==> src/rtl/mc_ctrl_fsm.sv <==
// Multi-cycle control sequencer for the CPU datapath: walks each instruction through
// FETCH/DECODE/EXEC/MEM/WB, drives datapath selects, and guards DM accesses with a timeout.
module mc_ctrl_fsm #(
  parameter int unsigned MEM_TIMEOUT = 16,
  parameter int unsigned CNT_W       = 5
) (
  input  logic       clk,
  input  logic       reset,
  input  logic [5:0] op,
  input  logic [5:0] funct,
  input  logic       alu_flag,
  input  logic       mem_ready,
  output logic       ir_we,
  output logic       pc_we,
  output logic       reg_write,
  output logic [1:0] reg_dst,
  output logic [1:0] reg_src,
  output logic       alu_src,
  output logic [4:0] alu_ctrl,
  output logic [2:0] ext_ctrl,
  output logic [2:0] npc_ctrl,
  output logic [2:0] dm_ctrl,
  output logic       mem_req,
  output logic       mem_write,
  output logic       retire,
  output logic       illegal_op,
  output logic       bus_error,
  output logic [3:0] state_o
);

  localparam logic [5:0] OP_RTYPE = 6'h00;
  localparam logic [5:0] OP_J     = 6'h02;
  localparam logic [5:0] OP_JAL   = 6'h03;
  localparam logic [5:0] OP_BEQ   = 6'h04;
  localparam logic [5:0] OP_ORI   = 6'h0D;
  localparam logic [5:0] OP_LUI   = 6'h0F;
  localparam logic [5:0] OP_LW    = 6'h23;
  localparam logic [5:0] OP_SW    = 6'h2B;
  localparam logic [5:0] FN_JR    = 6'h08;
  localparam logic [5:0] FN_ADDU  = 6'h21;
  localparam logic [5:0] FN_SUBU  = 6'h23;

  localparam logic [4:0] ALU_ADD = 5'd0;
  localparam logic [4:0] ALU_SUB = 5'd1;
  localparam logic [4:0] ALU_OR  = 5'd2;
  localparam logic [4:0] ALU_LUI = 5'd3;

  localparam logic [CNT_W-1:0] CNT_LAST = CNT_W'(MEM_TIMEOUT - 1);

  typedef enum logic [3:0] {
    S_FETCH    = 4'd0,
    S_DECODE   = 4'd1,
    S_EXEC_R   = 4'd2,
    S_EXEC_I   = 4'd3,
    S_MEM_ADDR = 4'd4,
    S_MEM_RD   = 4'd5,
    S_MEM_WR   = 4'd6,
    S_WB       = 4'd7,
    S_BRANCH   = 4'd8,
    S_JUMP     = 4'd9
  } state_e;

  state_e           state_q, state_d;
  logic [5:0]       op_q, op_d;
  logic [5:0]       funct_q, funct_d;
  logic [CNT_W-1:0] cnt_q, cnt_d;
  logic             dec_bad;

  always_ff @(posedge clk) begin
    if (reset) begin
      state_q <= S_FETCH;
      op_q    <= '0;
      funct_q <= '0;
      cnt_q   <= '0;
    end else begin
      state_q <= state_d;
      op_q    <= op_d;
      funct_q <= funct_d;
      cnt_q   <= cnt_d;
    end
  end

  assign state_o = state_q;

  // Next state and per-state controls; everything held at zero while reset is high.
  always_comb begin
    state_d    = state_q;
    op_d       = op_q;
    funct_d    = funct_q;
    cnt_d      = cnt_q;
    dec_bad    = 1'b0;
    ir_we      = 1'b0;
    pc_we      = 1'b0;
    reg_write  = 1'b0;
    reg_dst    = 2'b00;
    reg_src    = 2'b00;
    alu_src    = 1'b0;
    alu_ctrl   = ALU_ADD;
    ext_ctrl   = 3'd0;
    npc_ctrl   = 3'd0;
    dm_ctrl    = 3'd0;
    mem_req    = 1'b0;
    mem_write  = 1'b0;
    retire     = 1'b0;
    illegal_op = 1'b0;
    bus_error  = 1'b0;

    if (!reset) begin
      case (state_q)
        S_FETCH: begin
          ir_we   = 1'b1;
          state_d = S_DECODE;
        end
        S_DECODE: begin
          op_d    = op;
          funct_d = funct;
          case (op)
            OP_RTYPE: begin
              if (funct == FN_ADDU || funct == FN_SUBU) state_d = S_EXEC_R;
              else if (funct == FN_JR)                  state_d = S_JUMP;
              else                                      dec_bad = 1'b1;
            end
            OP_ORI, OP_LUI: state_d = S_EXEC_I;
            OP_LW, OP_SW:   state_d = S_MEM_ADDR;
            OP_BEQ:         state_d = S_BRANCH;
            OP_J, OP_JAL:   state_d = S_JUMP;
            default:        dec_bad = 1'b1;
          endcase
          // Unsupported encodings skip to the next sequential instruction.
          if (dec_bad) begin
            illegal_op = 1'b1;
            pc_we      = 1'b1;
            state_d    = S_FETCH;
          end
        end
        S_EXEC_R: begin
          alu_ctrl = (funct_q == FN_SUBU) ? ALU_SUB : ALU_ADD;
          state_d  = S_WB;
        end
        S_EXEC_I: begin
          alu_src  = 1'b1;
          alu_ctrl = (op_q == OP_LUI) ? ALU_LUI : ALU_OR;
          state_d  = S_WB;
        end
        S_MEM_ADDR: begin
          alu_src  = 1'b1;
          ext_ctrl = 3'd1;
          cnt_d    = '0;
          state_d  = (op_q == OP_SW) ? S_MEM_WR : S_MEM_RD;
        end
        S_MEM_RD, S_MEM_WR: begin
          mem_req  = 1'b1;
          alu_src  = 1'b1;
          ext_ctrl = 3'd1;
          if (mem_ready) begin
            if (state_q == S_MEM_WR) begin
              mem_write = 1'b1;
              pc_we     = 1'b1;
              retire    = 1'b1;
              state_d   = S_FETCH;
            end else begin
              state_d = S_WB;
            end
          end else if (cnt_q == CNT_LAST) begin
            bus_error = 1'b1;
            pc_we     = 1'b1;
            state_d   = S_FETCH;
          end else begin
            cnt_d = cnt_q + CNT_W'(1);
          end
        end
        S_WB: begin
          reg_write = 1'b1;
          pc_we     = 1'b1;
          retire    = 1'b1;
          state_d   = S_FETCH;
          if (op_q == OP_LW)         reg_src = 2'b01;
          else if (op_q == OP_RTYPE) reg_dst = 2'b01;
        end
        S_BRANCH: begin
          alu_ctrl = ALU_SUB;
          ext_ctrl = 3'd1;
          npc_ctrl = alu_flag ? 3'd1 : 3'd0;
          pc_we    = 1'b1;
          retire   = 1'b1;
          state_d  = S_FETCH;
        end
        S_JUMP: begin
          pc_we    = 1'b1;
          retire   = 1'b1;
          state_d  = S_FETCH;
          npc_ctrl = (op_q == OP_RTYPE) ? 3'd3 : 3'd2;
          if (op_q == OP_JAL) begin
            reg_write = 1'b1;
            reg_dst   = 2'b10;
            reg_src   = 2'b10;
          end
        end
        default: state_d = S_FETCH;
      endcase
    end
  end

endmodule

==> config.mk <==
export PLATFORM = sky130hd
export DESIGN_NAME = mc_ctrl_fsm
export DESIGN_NICKNAME = d
export VERILOG_FILES = /design/src/rtl/mc_ctrl_fsm.sv
export SDC_FILE = /design/constraint.sdc
export NUM_CORES = 1
export LEC_CHECK = 0
export ABC_AREA = 1
export BUFFER_PORTS_ARGS = -buffer_cell sky130_fd_sc_hd__buf_4
export CORE_ASPECT_RATIO = 1.5
export CORE_MARGIN = 4
export CORE_UTILIZATION = 30
export DETAILED_ROUTE_END_ITERATION = 8
export GPL_ROUTABILITY_DRIVEN = 0
export GPL_TIMING_DRIVEN = 0
export PLACE_DENSITY = 0.53
export SYNTH_ARGS = -nofsm -noshare
export SYNTH_HDL_FRONTEND = slang
export SYNTH_SLANG_ARGS = --single-unit
export TNS_END_PERCENT = 20
==> constraint.sdc <==
create_clock -name clk -period 4.55 [get_ports clk]
set_clock_uncertainty 0.15 [all_clocks]
set_input_delay 0.455 -clock clk [delete_from_list [all_inputs] [get_ports clk]]
set_output_delay 0.455 -clock clk [all_outputs]
set_load 0.005 [all_outputs]
==> impl_metrics.tcl <==
set metrics [dict create \
    run_status "finished, final reports clean" \
    globalRouteMet2Util_pct 24.1 \
    track_usage_pct 13.2 \
    clock_tree_from_tritoncts "yes" \
    worst_hold_startpoint "funct[3]" \
    fp-row-count 31 \
    io_buffer_count 37 \
    met1_demand_to_capacity_share_in_global_routing_pct 14.4 \
    antenna_violations_before_repair 0 \
    endpoint_kind "output pin" \
    design.core.area_mm2 0.00481 \
    cts_root_buffer "sky130_fd_sc_hd__clkbuf_8" \
    synthTopCellsByArea "sky130_fd_sc_hd__dfxtp_1, sky130_fd_sc_hd__nor2_1, sky130_fd_sc_hd__nand2_1" \
    gr-total-overflow 0 \
    synthesized_area_per_cell_um2 6.56 \
    yosysSeqAreaShare_pct 28.2 \
    critPathLaunch "cnt_q[0]" \
    final-setup-viol-count 0 \
    power_density_relative_to_cell_area_mw_per_mm2 228 \
    synth_top_area_share_pct 28.2 \
    crit_type "flip-flop to output pin" \
    vias_in_the_first_global_route 1438 \
    finished_core_util_pct 40.0 \
    ant_nets 0 \
    place_hpwl_um 3220 \
    synth_seq_cells 21 \
    post_cts_buffers 0 \
    cts_hold_buffers 0 \
    synth_top_cell_by_area "sky130_fd_sc_hd__dfxtp_1" \
    tns_ps 0 \
    crit_required_ps 3940 \
    h-tree-depth 1 \
    numCtsBuffers 3 \
    async_s_r_ff_share_synth_pct 0 \
    vias 1546 \
    post_drt_via_cell_ratio 4.52 \
    grt_most_used_layer "met2" \
    period_minus_slack_ps 2550 \
    r2r-start "cnt_q[0]" \
    grt_pass1_wl_um 6310 \
    die_w_um 65.5 \
    timing.critical_path.arrival_ps 1950 \
    detail_route.iter0.violations 46 \
    timing.hold.worst.class "input port to flip-flop" \
    yosys_warnings 0 \
    ctsLongestPathBuffers 2 \
    remaining_drc_errors 0 \
    synth_enable_flop_cells 0 \
    global_route.usage.met3_pct 2.51 \
    clkSinkCount 21 \
    synth-main-ff-cell "sky130_fd_sc_hd__dfxtp_1" \
    synthesis.instances 227 \
    ios 47 \
    worst_skew_pair.late_latency_ps 260 \
    initial_core_util_pct 31.0 \
    die_y_um 94.3 \
    fp.dieArea_mm2 0.00618 \
    power_leakage_nw 0.918 \
    synth.distinct_cells 30 \
    synth_area_mm2 0.00149 \
    grt_start_max_net_pins 13 \
    post_cts.resized_instances 0 \
    critPathLaunchType "flip-flop" \
    maxSlewViolCount 0 \
    rsz0062_at_grt "false" \
    drt_pass1_iterations 4 \
    diodes 0 \
    layout_worst_path_cycle_share_pct 56.1 \
    route.final.wire_length_um 3880 \
    worst-path-max-fanout 4 \
    cts.reportedPaths.clkPinSlew_ps 80 \
    max_clock_freq_ghz 0.392 \
    area_delta_synth_final_pct 29.3 \
    final_layout_size_suffix_gt1_share_pct 30.1 \
    timing.max_cap.violations 0 \
    worst_supply_voltage_drop_on_vdd_uv 85.4 \
    post_synth_most_frequent_cells "sky130_fd_sc_hd__nor2_1, sky130_fd_sc_hd__nand2_1, sky130_fd_sc_hd__inv_1" \
    final-hold-violation-count 0 \
    finalNetCount 295 \
    route.detailed.wl_per_inst_um 11.4 \
    synthMostInstantiatedCell "sky130_fd_sc_hd__nor2_1" \
]
## logic make-up (layout without fill, tap and decap cells)
kind of cell	Yosys count	count (layout)	share of synthesized area [%]
and+or+nand+nor	116	116	38.2
adders and majority gates	2	2	1.68
AOI/OAI and AO/OA	42	42	16.2
buffers and inverters	45	86	15.4
DFF	21	21	28.2
other	1	9	0.252
## path summary, 6_finish.rpt
check                    end  slack (ps)  cells after the start
setup reg to reg    cnt_q[4]        2670                      9
hold / removal    funct_q[3]         290                      3
hold reg to reg   funct_q[4]         310                      2
setup / recovery       pc_we        2000                      9
## final cells by class
class	count	area, µm²
Sequential cell	21	420
Fill cell	587	2880
Tap cell	66	82.6
Clock buffer	3	41.3
Timing Repair Buffer	37	278
Buffer	16	120
Multi-Input combinational cell	169	870
Clock inverter	1	5.00
Inverter	29	109
## metrics by stage
stage                     worst slack, ps  hold WS, ps  power (W)  std cells  area, µm²
after detailed placement             2240          313   0.000320        338       1880
after floorplan                      2600          279   0.000282        235       1520
after global placement               2230          305   0.000319        338       1880
after global routing                 1830          310   0.000470        342       1930
after CTS                            1940          300   0.000445        342       1930
final                                2000          293   0.000439        342       1930
## flip-flops by register name, indices dropped and copies added (netlist names)
register	count
funct_q	6
op_q	6
cnt_q	5
state_o	4
## layer usage
layer | up-vias | share of wire, %
met1 | 691 | 42
met5 | - | 0
met3 | 6 | 4.6
li1 | 813 | -
met4 | 0 | 2.0
met2 | 36 | 51
## report_power, final
part | total (W) | internal, W | switching (W)
clock | 0.000125 | 0.0000611 | 0.0000639
sequential | 0.000209 | 0.000198 | 0.0000110
combinational | 0.000105 | 0.0000446 | 0.0000601
## cell usage in the layout, fill, tap and decap left out, types with 2 or more instances in the layout
cell type	instances
sky130_fd_sc_hd__o22ai_1	2
sky130_fd_sc_hd__nor4_1	2
sky130_fd_sc_hd__clkbuf_8	3
sky130_fd_sc_hd__nor3_1	4
sky130_fd_sc_hd__clkbuf_1	2
sky130_fd_sc_hd__dfxtp_1	21
sky130_fd_sc_hd__inv_2	6
sky130_fd_sc_hd__a21oi_1	14
sky130_fd_sc_hd__nor2_2	6
sky130_fd_sc_hd__inv_1	22
sky130_fd_sc_hd__nor2_4	3
sky130_fd_sc_hd__nand2_4	4
sky130_fd_sc_hd__nand2_1	28
sky130_fd_sc_hd__conb_1	9
sky130_fd_sc_hd__buf_4	49
sky130_fd_sc_hd__nand2_2	5
sky130_fd_sc_hd__ha_1	2
sky130_fd_sc_hd__o21ai_0	18
sky130_fd_sc_hd__buf_6	2
sky130_fd_sc_hd__nand3_1	12
sky130_fd_sc_hd__nor3_2	2
sky130_fd_sc_hd__nand4_1	3
sky130_fd_sc_hd__o211a_1	3
sky130_fd_sc_hd__nor2_1	46
## critical path: stages, from the launching register on
cell and delay, ps:
sky130_fd_sc_hd__dfxtp_1 340, sky130_fd_sc_hd__ha_1 210, sky130_fd_sc_hd__inv_1 70, sky130_fd_sc_hd__nor3_1 50
sky130_fd_sc_hd__ha_1 190, sky130_fd_sc_hd__nor2_1 320, sky130_fd_sc_hd__nor2_1 100, sky130_fd_sc_hd__a21oi_1 150
sky130_fd_sc_hd__a21oi_1 90, sky130_fd_sc_hd__buf_4 160
(Power assumes the default switching activity.)
